$ cat src/rtl/ioexp_fb_monitor.sv
// Debounce and command supervision of the MAX7317 P8/P9 feedback pair.
// Per channel: debouncer, saturating transition counter, OK/SETTLE supervisor, sticky fault.
module ioexp_fb_monitor #(
  parameter logic [15:0] DEBOUNCE_CYCLES = 16'd4915,
  parameter logic [19:0] TIMEOUT_CYCLES  = 20'd983040,
  parameter logic [15:0] REG_ADDR        = 16'h00A0
) (
  input  logic        clk,
  input  logic        reset,
  input  logic        ioexp_cfg_present,
  input  logic [1:0]  P98,
  input  logic        mv_en,
  input  logic        safety_en,
  input  logic [15:0] reg_waddr,
  input  logic [31:0] reg_wdata,
  input  logic        reg_wen,
  output logic [31:0] reg_rdata,
  output logic        mv_good,
  output logic        safety_good,
  output logic        fb_fault
);

  typedef enum logic {StOk, StSettle} state_e;

  // Index 1 is the mv channel, index 0 the safety channel.
  logic [1:0]  cmd;
  logic [1:0]  cmd_edge;
  logic [1:0]  stable_q, stable_d;
  logic [15:0] cnt_q   [2];
  logic [15:0] cnt_d   [2];
  logic [7:0]  trans_q [2];
  logic [7:0]  trans_d [2];
  logic [19:0] timer_q [2];
  state_e      state_q [2];
  logic [1:0]  cmd_prev_q;
  logic [1:0]  sticky_q, sticky_d;
  logic [1:0]  fault_set;
  logic        reg_hit;
  logic        clr_sticky;
  logic        clr_trans;
  logic        unused_wdata;

  assign cmd          = {mv_en, safety_en};
  assign cmd_edge     = cmd ^ cmd_prev_q;
  assign reg_hit      = reg_wen && (reg_waddr == REG_ADDR);
  assign clr_sticky   = reg_hit && reg_wdata[31];
  assign clr_trans    = reg_hit && reg_wdata[30];
  assign unused_wdata = ^reg_wdata[29:0];

  always_comb begin
    for (int i = 0; i < 2; i++) begin
      stable_d[i] = stable_q[i];
      cnt_d[i]    = cnt_q[i];
      if (!ioexp_cfg_present) begin
        stable_d[i] = 1'b0;
        cnt_d[i]    = '0;
      end else if (P98[i] == stable_q[i]) begin
        cnt_d[i] = '0;
      end else if (cnt_q[i] == DEBOUNCE_CYCLES - 16'd1) begin
        stable_d[i] = P98[i];
        cnt_d[i]    = '0;
      end else begin
        cnt_d[i] = cnt_q[i] + 16'd1;
      end

      trans_d[i] = trans_q[i];
      if (clr_trans) begin
        trans_d[i] = '0;
      end else if ((stable_d[i] != stable_q[i]) && (trans_q[i] != 8'hFF)) begin
        trans_d[i] = trans_q[i] + 8'd1;
      end

      fault_set[i] = 1'b0;
      if (ioexp_cfg_present && !cmd_edge[i] && (stable_q[i] != cmd[i])) begin
        fault_set[i] = (state_q[i] == StOk) || (timer_q[i] == TIMEOUT_CYCLES - 20'd1);
      end
    end
    // A fault set in the same cycle as a clear wins.
    sticky_d = fault_set | (sticky_q & ~{2{clr_sticky}});
  end

  always_ff @(posedge clk) begin
    if (reset) begin
      stable_q   <= '0;
      cmd_prev_q <= '0;
      sticky_q   <= '0;
      for (int i = 0; i < 2; i++) begin
        cnt_q[i]   <= '0;
        trans_q[i] <= '0;
        timer_q[i] <= '0;
        state_q[i] <= StOk;
      end
    end else begin
      stable_q   <= stable_d;
      cmd_prev_q <= cmd;
      sticky_q   <= sticky_d;
      for (int i = 0; i < 2; i++) begin
        cnt_q[i]   <= cnt_d[i];
        trans_q[i] <= trans_d[i];
        if (!ioexp_cfg_present) begin
          state_q[i] <= StOk;
          timer_q[i] <= '0;
        end else begin
          unique case (state_q[i])
            StOk: begin
              if (cmd_edge[i]) begin
                state_q[i] <= StSettle;
                timer_q[i] <= '0;
              end
            end
            StSettle: begin
              if (stable_q[i] == cmd[i]) begin
                state_q[i] <= StOk;
              end else if (cmd_edge[i]) begin
                timer_q[i] <= '0;
              end else if (timer_q[i] == TIMEOUT_CYCLES - 20'd1) begin
                state_q[i] <= StOk;
              end else begin
                timer_q[i] <= timer_q[i] + 20'd1;
              end
            end
            default: state_q[i] <= StOk;
          endcase
        end
      end
    end
  end

  assign mv_good     = stable_q[1];
  assign safety_good = stable_q[0];
  assign fb_fault    = |sticky_q;

  assign reg_rdata = {fb_fault, sticky_q[1], sticky_q[0],
                      state_q[1] == StSettle, state_q[0] == StSettle,
                      ioexp_cfg_present, P98, stable_q, mv_en, safety_en,
                      4'b0000, trans_q[1], trans_q[0]};

endmodule

$ cat config.mk
export PLATFORM = sky130hd
export DESIGN_NAME = ioexp_fb_monitor
export DESIGN_NICKNAME = d
export VERILOG_FILES = /design/src/rtl/ioexp_fb_monitor.sv
export SDC_FILE = /design/constraint.sdc
export NUM_CORES = 1
export LEC_CHECK = 0
export BUFFER_PORTS_ARGS = -buffer_cell sky130_fd_sc_hd__buf_4
export CAP_MARGIN = 5
export CELL_PAD_IN_SITES_DETAIL_PLACEMENT = 1
export CELL_PAD_IN_SITES_GLOBAL_PLACEMENT = 2
export CORE_MARGIN = 3
export CORE_UTILIZATION = 38
export CTS_BUF_LIST = sky130_fd_sc_hd__clkbuf_2 sky130_fd_sc_hd__clkbuf_4 sky130_fd_sc_hd__clkbuf_8
export DETAILED_ROUTE_END_ITERATION = 6
export PLACE_DENSITY = 0.9
export SETUP_SLACK_MARGIN = 0.1
export SYNTH_ARGS = -nofsm -noshare
export SYNTH_HDL_FRONTEND = slang
export SYNTH_SLANG_ARGS = --single-unit
$ cat constraint.sdc
create_clock -name clk -period 3.7 [get_ports clk]
set_input_delay 0.185 -clock clk [delete_from_list [all_inputs] [get_ports clk]]
set_output_delay 0.185 -clock clk [all_outputs]
set_load 0.02 [all_outputs]
==> impl_metrics.py, run 1 <==
metrics = {
    "outcome": {
        "outcome": "finished, final reports clean",
    },
    "routing": {
        "via_count": 3851,
        "via_per_inst": 5.142,
        "wl_met1_um": 5092,
        "top_layer": "met4",
        "firstDrtPassIters": 4,
        "routedWlPerCell_um": 14.89,
        "first_iter_violations": 138,
        "wl_met2_um": 5472,
        "drc": 0,
        "met3_length_um": 380,
        "wl_um": 11150,
        "ant_nets": 0,
    },
    "timing": {
        "final.min_clock_period_ns": 2.648,
        "max_slew.worst_pin.slew_ns": 1.237,
        "slew_viol_final": 0,
        "hold_viol_final": 0,
        "fin_crit_sh_pct": 71.58,
        "rsz0062_at_grt": "false",
        "tns_ns": 0,
        "clock.fmax_ghz": 0.3776,
        "clock_skew_ns": 0.01613,
        "setup_viol": 0,
        "relSlewSlack_pct": 17.29,
    },
    "placed_design": {
        "place_congestion": 0.7450,
        "io_buffers": 56,
        "dp_hpwl_um": 8252,
        "placed_cell_area_um2": 5493,
    },
    "worst_setup_path": {
        "cp-start-kind": "flip-flop",
        "arrival_ns": 2.64,
        "slowest_delay_ns": 1.01,
        "endpoint_kind": "flip-flop",
        "crit_top_cell": "nand3_1",
        "cp_slowest_cell": "a31oi_2",
        "required_ns": 3.69,
        "cp.buffers_inverters": 1,
        "worstPathCellList": "ha_1 -> nand3_1 -> nor4_1 -> buf_4 -> nand3_1 -> nand2_1 -> a31oi_2",
        "path_class": "flip-flop to flip-flop",
        "cpLargestDelayFamily": "compound AO/OA/AOI/OAI gates",
        "crit_fanout": 20,
    },
    "finish": {
        "regArea_um2": 2342,
        "final_layout_size_suffix_gt1_share_pct": 14.90,
        "syn_to_final_growth_pct": 14.12,
        "fill_cells": 1530,
        "antennaDiodeCount": 0,
        "fin_nets": 636,
        "final_util_pct": 44.60,
        "multi_input_area_um2": 2477,
        "final_area_um2": 5674,
    },
    "floorplanning": {
        "core_um2": 12720,
        "die-width_um": 120.4,
        "ios": 91,
        "start_util_pct": 39.08,
        "row_count": 41,
        "dieArea_um2": 14490,
        "fp.dieH_um": 120.4,
    },
    "synthesis": {
        "synth.area.mux_share_pct": 0.8052,
        "synthCells": 524,
        "ys.flop_type": "dfxtp_1",
        "synth_top_family_by_area": "simple AND/OR/NAND/NOR gates",
        "yosysWarnings": 0,
        "yosys.area_share.simple_pct": 28.41,
        "ys_seq_area_share_pct": 47.11,
        "synth_xor_area_share_pct": 13.21,
        "async_flop_share_pct": 0,
        "yosysTopAreaCell": "edfxtp_1",
        "synthAdderAreaFrac_pct": 2.013,
        "synth_area_um2": 4972,
        "synth_compound_area_share_pct": 4.957,
        "yosys-top-cells-area": "edfxtp_1 (25%), dfxtp_1 (22%), nor2_1 (7.2%), xor2_1 (6.9%), xnor2_1 (6.3%)",
        "avgSynthCellArea_um2": 9.489,
        "yosysTopAreaCellShare_pct": 25.36,
        "synth_most_common_cell": "nor2_1",
        "synth_edf_count": 42,
        "synthTopCellsByCount": "nor2_1 (96), dfxtp_1 (54), edfxtp_1 (42)",
        "ys_types": 51,
        "ys_seq_elements": 96,
    },
    "grt": {
        "grt_start_max_net_pins": 21,
        "gr-total-overflow": 0,
        "antenna_found_initial": 0,
        "grt_pass1_vias": 3939,
        "grt_usage_pct": 15.74,
        "grt_pass1_wl_um": 18460,
    },
    "pwr": {
        "cellPowerDensity_nw_per_um2": 345.8,
        "leakage_nw": 2.052,
        "peakVddDrop_v": 0.0001621,
    },
    "clock_network": {
        "h-tree-depth": 3,
        "post_cts_buffers": 0,
        "tritoncts": "yes",
        "clk_pin_slew_ns": 0.09,
        "clock-sinks": 96,
        "postCtsHoldBufs": 0,
        "cts-root-buf": "clkbuf_8",
        "cts_buffer_depth": 2,
        "clock_latency_ns": 0.38,
        "cts_resized": 0,
        "cts_made_buffers": 9,
    },
    "min_path": {
        "min_path_type": "input pin to flip-flop",
    },
    "job": {
        "maxCapViolCount": 0,
    },
}
## cell type report
cell class / instances / share of cell area [%]
multi-input cells: 400 / 43.66
flip-flops and latches: 96 / 41.28
repair buffers: 57 / 7.541
well taps: 172 / 3.793
clock buffers: 10 / 2.426
clock inverters: 6 / 0.7718
inverters: 8 / 0.5292
## metrics by stage
step	hold WS, ns	power (mW)	worst slack [ns]	std cells
floorplan	0.2566	1.278	1.187	527
global placement	0.4117	1.326	1.150	733
detailed placement	0.4155	1.335	0.9969	733
CTS	0.004616	1.987	0.9862	749
global route	0.01545	2.041	0.8326	749
finish	0.02861	1.962	1.052	749
## flip-flops by register name, indices dropped and copies added (netlist names)
| register | cells |
|---|---|
| trans_q | 16 |
| sticky_q | 2 |
| cmd_prev_q | 2 |
| timer_q | 40 |
| cnt_q | 32 |
| stable_q | 2 |
| state_q | 2 |
## power by group
part,internal (mW),switching [mW]
Clock,0.265,0.388
Sequential,1.14,0.0363
Combinational,0.0588,0.0756
## logic make-up after synthesis
family	count (synthesis)
simple gates	276
xor+xnor	75
other cells	1
flops	96
compound gates	33
mux	4
fa+ha+maj	8
buf+inv	31
## worst paths after layout
check / slack [ns] / cells after the start / startpoint / end
worst min register to register: 0.49 / 1 / cnt_q[0][16] / cnt_q[0][16]
worst max register to register: 1.05 / 7 / timer_q[0][0] / timer_q[0][8]
worst max-delay path: 1.05 / 7 / timer_q[0][0] / timer_q[0][8]
worst min-delay path: 0.03 / 2 / reset / cmd_prev_q[1]
## routing by layer
metal	track usage [%]	vias to the layer above
li1	-	1918
met1	19.15	1850
met2	27.21	67
met3	3.040	16
met4	6.657	0
met5	0	-
## layout by cell type, fill, tap and decap left out, types with 10 or more instances in the layout
master / n
xnor2_1: 36
buf_4: 57
nor2_1: 96
xor2_1: 39
clkbuf_8: 10
nand4_1: 18
nand3_1: 39
edfxtp_1: 42
nand2_1: 37
and3_1: 15
dfxtp_1: 54
nor2b_1: 12
## worst register-to-register path, delay by kind of cell, from the launching register on
kind / cells / cell delay (ns)
AO/OA/AOI/OAI: 1 / 1.01
flip-flops: 1 / 0.44
AND/OR/NAND/NOR: 4 / 0.39
adder cells (fa/ha/maj): 1 / 0.27
buffers and inverters: 1 / 0.15
Note: power is estimated with default switching activity, not from simulation.
==> inputs of run 2 (changes only) <==
- CORE_UTILIZATION: 38 -> 36
- PLACE_DENSITY: 0.9 -> 0.86
- clock period: 3.7 -> 2.48 ns (I/O delays scaled with it)
==> run 2 against run 1 <==
Final cell count increased by 1.6%. Register-to-register slack lost 0.73 ns. Flip-flop and latch count unchanged. Sequential share of layout area fell by 1.0 points. Total power up 65%.
==> impl_metrics.py, run 2 (synthesis results as in run 1) <==
metrics = {
    "outcome": {
        "outcome": "finished, final reports clean",
    },
    "grt": {
        "antenna_found_initial": 0,
        "gr-total-overflow": 0,
        "grt_pass1_vias": 4090,
        "grt_start_max_net_pins": 21,
        "grt_usage_pct": 15.95,
        "grt_pass1_wl_um": 19570,
    },
    "floorplanning": {
        "start_util_pct": 37.11,
        "core_um2": 13400,
        "ios": 91,
        "row_count": 42,
        "fp.dieH_um": 123.5,
        "die-width_um": 123.5,
        "dieArea_um2": 15260,
    },
    "finish": {
        "regArea_um2": 2342,
        "largest_reg_flops": 40,
        "antennaDiodeCount": 0,
        "final_common_cell": "nor2_1",
        "fill_cells": 1537,
        "final_area_um2": 5817,
        "multi_input_area_um2": 2484,
        "top_regs": "timer_q: 40 flops, cnt_q: 32 flops, trans_q: 16 flops",
        "final_layout_size_suffix_gt1_share_pct": 16.07,
        "syn_to_final_growth_pct": 16.99,
        "final_cell_mix": "nor2_1 (96), buf_4 (64), dfxtp_1 (54)",
        "top_register": "timer_q",
        "fin_nets": 644,
    },
    "worst_setup_path": {
        "cpLargestDelayFamily": "simple AND/OR/NAND/NOR gates",
        "cp-start-kind": "flip-flop",
        "crit_fanout": 20,
        "arrival_ns": 2.27,
        "worstPathCellList": "ha_1 -> nand4_1 -> nor4_2 -> a21boi_1 -> o21ai_0 -> nand2_1 -> buf_4",
        "path_class": "flip-flop to flip-flop",
        "required_ns": 2.59,
        "cp.buffers_inverters": 1,
        "slowest_delay_ns": 0.40,
        "cp_slowest_cell": "edfxtp_1",
        "endpoint_kind": "flip-flop",
    },
    "clock_network": {
        "cts_made_buffers": 9,
        "post_cts_buffers": 0,
        "cts-root-buf": "clkbuf_8",
        "clk_pin_slew_ns": 0.09,
        "clock-sinks": 96,
        "cts_buffer_depth": 2,
        "h-tree-depth": 3,
        "clock_latency_ns": 0.37,
        "tritoncts": "yes",
    },
    "pwr": {
        "peakVddDrop_v": 0.0002369,
        "leakage_nw": 2.129,
        "cellPowerDensity_nw_per_um2": 556.9,
    },
    "timing": {
        "max_slew.worst_pin.slew_ns": 0.7099,
        "rsz0062_at_grt": "false",
        "hold_viol_final": 0,
        "clock_skew_ns": 0.008983,
        "setup_viol": 0,
        "slew_viol_final": 0,
        "clock.fmax_ghz": 0.4628,
        "fin_crit_sh_pct": 87.13,
        "relSlewSlack_pct": 52.00,
        "final.min_clock_period_ns": 2.161,
        "tns_ns": 0,
    },
    "placed_design": {
        "dp_hpwl_um": 8234,
        "place_congestion": 0.8118,
        "io_buffers": 56,
        "placed_cell_area_um2": 5550,
    },
    "routing": {
        "via_per_inst": 5.143,
        "drc": 0,
        "ant_nets": 0,
        "wl_um": 11270,
        "via_count": 3914,
        "firstDrtPassIters": 4,
        "top_layer": "met4",
        "routedWlPerCell_um": 14.81,
        "first_iter_violations": 161,
        "wl_met1_um": 5364,
        "met3_length_um": 379,
        "wl_met2_um": 5342,
    },
    "min_path": {
        "min_path_type": "input pin to flip-flop",
    },
    "job": {
        "maxCapViolCount": 0,
    },
}
-- run 2: cell count changes in the layout (fill, tap and decap cells not counted), moves of 2 or more --
cell | previous run | this run
buf_4 | 57 | 64
bufinv_16 | 0 | 3
clkbuf_4 | 0 | 3
clkinv_4 | 2 | 0
-- run 2: metrics by stage --
step                utilization [%]  hold slack (ns)  power [mW]  instances  setup WS, ns
detailed placement            41.42           0.3500       1.995        744        0.2310
global placement              41.42           0.3483       1.982        744        0.2936
CTS                           43.36          0.02220       3.290        761        0.2024
global route                  43.41          0.06112       3.377        761        0.1086
finish                        43.41          0.03925       3.240        761        0.3193
floorplan                         -           0.1956       1.908        527        0.3207
-- run 2: worst paths after layout --
| kind | start | end | slack (ns) | depth (start not counted) |
|---|---|---|---|---|
| max | timer_q[1][0] | timer_q[1][10] | 0.32 | 7 |
| min | mv_en | cmd_prev_q[1] | 0.04 | 2 |
| max reg2reg | timer_q[1][0] | timer_q[1][10] | 0.32 | 7 |
| min reg2reg | cnt_q[0][16] | cnt_q[0][16] | 0.50 | 1 |
-- run 2: layout make-up --
class | count | area share, %
Multi-Input combinational cell | 400 | 42.70
Sequential cell | 96 | 40.27
Timing Repair Buffer | 65 | 8.432
Tap cell | 176 | 3.786
Clock buffer | 13 | 2.753
Clock inverter | 3 | 1.549
Inverter | 8 | 0.5162
-- run 2: power breakdown --
part	internal, mW	switching, mW
Combinational	0.0927	0.112
Sequential	1.70	0.0550
Clock	0.733	0.550
-- run 2: metal layers --
| metal | track usage, % | vias up |
|---|---|---|
| met5 | 0 | - |
| met4 | 5.813 | 0 |
| met3 | 2.882 | 10 |
| met2 | 26.37 | 68 |
| met1 | 20.87 | 1901 |
| li1 | - | 1935 |
-- run 2: worst register-to-register path, cell delays in order (launching register included) --
cell and delay [ns]:
edfxtp_1 0.40, ha_1 0.25, nand4_1 0.21, nor4_2 0.40
a21boi_1 0.18, o21ai_0 0.17, nand2_1 0.07, buf_4 0.22
-- run 2: repair_timing --
item	in CTS	in global routing
hold endpoints to repair	2	0
resized for setup	0	1
endpoints found under the setup margin	0	39
hold buffers	1	0
==> inputs of run 3 (changes only) <==
- CORE_UTILIZATION: 36 -> 34
- CTS_BUF_LIST: sky130_fd_sc_hd__clkbuf_2 sky130_fd_sc_hd__clkbuf_4 sky130_fd_sc_hd__clkbuf_8 -> sky130_fd_sc_hd__clkbuf_8 sky130_fd_sc_hd__clkbuf_16
- PLACE_DENSITY: 0.86 -> 0.82
==> run 3 against run 2 <==
Sequential power is essentially flat. Maximum frequency grew 0.24%. Critical path depth is the same. First-iteration DRC count grew 23%. Non-clock buffer count grew 1. Largest cell class unchanged. Highest routed layer unchanged.
==> impl_metrics.py, run 3 (synthesis results as in run 1) <==
metrics = {
    "worst_setup_path": {
        "cp_slowest_cell": "edfxtp_1",
        "worstPathCellList": "ha_1 -> nand4_1 -> nor4_2 -> a21boi_1 -> o21ai_0 -> nand2_1 -> buf_4",
        "arrival_ns": 2.24,
        "r2r_end": "timer_q[1][5]",
        "crit_fanout": 20,
        "endpoint_kind": "flip-flop",
        "cp-start-kind": "flip-flop",
        "r2r-start": "timer_q[1][0]",
        "slowest_delay_ns": 0.40,
        "r2r_slack_ns": 0.32,
        "path_class": "flip-flop to flip-flop",
        "required_ns": 2.56,
        "reg2reg_depth": 7,
    },
    "grt": {
        "gr-total-overflow": 0,
        "grt_pass1_vias": 4073,
        "grt_start_max_net_pins": 21,
        "antenna_found_initial": 0,
        "grt_pass1_wl_um": 19460,
        "grt_usage_pct": 14.52,
    },
    "timing": {
        "slew_viol_final": 0,
        "setup_viol": 0,
        "hold_viol_final": 0,
        "setup_slack_ns": 0.3244,
        "clock.fmax_ghz": 0.4639,
        "final.min_clock_period_ns": 2.156,
        "rsz0062_at_grt": "false",
        "tns_ns": 0,
        "fin_crit_sh_pct": 86.92,
        "max_slew.worst_pin.slew_ns": 0.7113,
        "relSlewSlack_pct": 52.44,
        "clock_skew_ns": 0.006933,
    },
    "finish": {
        "fin_nets": 645,
        "final_area_um2": 5843,
        "top_register": "timer_q",
        "antennaDiodeCount": 0,
        "final_common_cell": "nor2_1",
        "largest_reg_flops": 40,
        "syn_to_final_growth_pct": 17.51,
        "final_layout_size_suffix_gt1_share_pct": 15.70,
        "final_cell_mix": "nor2_1 (96), buf_4 (65), dfxtp_1 (54)",
        "top_regs": "timer_q: 40 flops, cnt_q: 32 flops, trans_q: 16 flops",
        "final_util_pct": 41.45,
    },
    "routing": {
        "wl_um": 11300,
        "firstDrtPassIters": 4,
        "via_count": 3938,
        "wl_met1_um": 5279,
        "first_iter_violations": 198,
        "via_per_inst": 5.141,
        "wl_met2_um": 5486,
        "ant_nets": 0,
        "drc": 0,
        "met3_length_um": 349,
        "top_layer": "met4",
        "routedWlPerCell_um": 14.75,
    },
    "floorplanning": {
        "fp.dieH_um": 126.9,
        "ios": 91,
        "row_count": 43,
        "die-width_um": 126.9,
        "start_util_pct": 35.27,
        "dieArea_um2": 16110,
        "core_um2": 14100,
    },
    "placed_design": {
        "dp_hpwl_um": 8285,
        "place_ws_ns": 0.2317,
        "place_congestion": 0.7714,
        "placed_cell_area_um2": 5563,
        "io_buffers": 56,
    },
    "clock_network": {
        "cts_buffer_depth": 2,
        "clock_latency_ns": 0.34,
        "clock-sinks": 96,
        "clk_pin_slew_ns": 0.07,
        "tritoncts": "yes",
        "h-tree-depth": 3,
        "cts_made_buffers": 9,
        "cts-root-buf": "clkbuf_16",
    },
    "pwr": {
        "peakVddDrop_v": 0.0003327,
        "cellPowerDensity_nw_per_um2": 552.5,
        "leakage_nw": 2.138,
    },
    "min_path": {
        "min_path_type": "input pin to flip-flop",
        "hp-start": "mv_en",
        "hold_path_end": "cmd_prev_q[1]",
        "holdPathStages": 2,
    },
    "outcome": {
        "outcome": "finished, final reports clean",
    },
    "job": {
        "maxCapViolCount": 0,
    },
}
[run 3: cell types whose count changed in the layout (fill, tap and decap cells not counted), moves of 2 or more]
cell       previous run  this run
clkbuf_4              3         0
bufinv_16             3         0
clkinv_1              0         2
clkbuf_8             10         0
clkbuf_16             0         9
[run 3: power by group]
| group | total (mW) | internal, mW | switching, mW |
|---|---|---|---|
| Combinational | 0.206 | 0.0926 | 0.113 |
| Sequential | 1.75 | 1.70 | 0.0533 |
| Clock | 1.27 | 0.671 | 0.600 |
[run 3: how the worst max path moves through the flow]
| stage | from | endpoint | slack (ns) | cells after the start |
|---|---|---|---|---|
| after floorplan | timer_q[0][0] | timer_q[0][0] | 0.32 | 6 |
| after global placement | timer_q[1][0] | timer_q[1][13] | 0.30 | 7 |
| after detailed placement | timer_q[1][0] | timer_q[1][9] | 0.23 | 7 |
| after CTS | timer_q[1][0] | timer_q[1][5] | 0.21 | 7 |
| after global routing | timer_q[1][0] | timer_q[1][5] | 0.13 | 7 |
| final | timer_q[1][0] | timer_q[1][5] | 0.32 | 7 |
[run 3: layout make-up]
cell class	count	area [um^2]
multi-input cells	400	2484
flip-flops and latches	96	2342
repair buffers	66	498.0
clock inverters	7	38.79
inverters	8	30.03
clock buffers	9	225.2
fillers	1625	8253
well taps	180	225.2
[run 3: worst max-delay path: cells and delay by family, from the launching register on]
family	cells	cell delay, ns
DFF	1	0.40
and+or+nand+nor	3	0.68
adders and majority gates	1	0.23
buffers and inverters	1	0.22
AOI/OAI and AO/OA	2	0.36
[run 3: repair_timing]
| action | 4_1_cts | 5_1_grt |
|---|---|---|
| buffers inserted | 0 | 0 |
| hold buffers | 1 | 0 |
| endpoints found under the setup margin | 0 | 39 |
| hold endpoints to repair | 2 | 0 |
| gates resized for setup | 0 | 1 |
[run 3: per-layer routing]
layer	vias up	global-route usage [%]
met5	-	0
met4	0	5.363
met3	11	2.653
met2	66	24.38
met1	1924	18.67
li1	1937	-
[run 3: stage by stage]
step	cells	hold WS (ns)	power (mW)
after detailed placement	749	0.3557	1.994
after CTS	766	0.04905	3.280
final	766	0.05406	3.228
after global routing	766	0.07045	3.364
after floorplan	527	0.1956	1.908
after global placement	749	0.3521	1.983
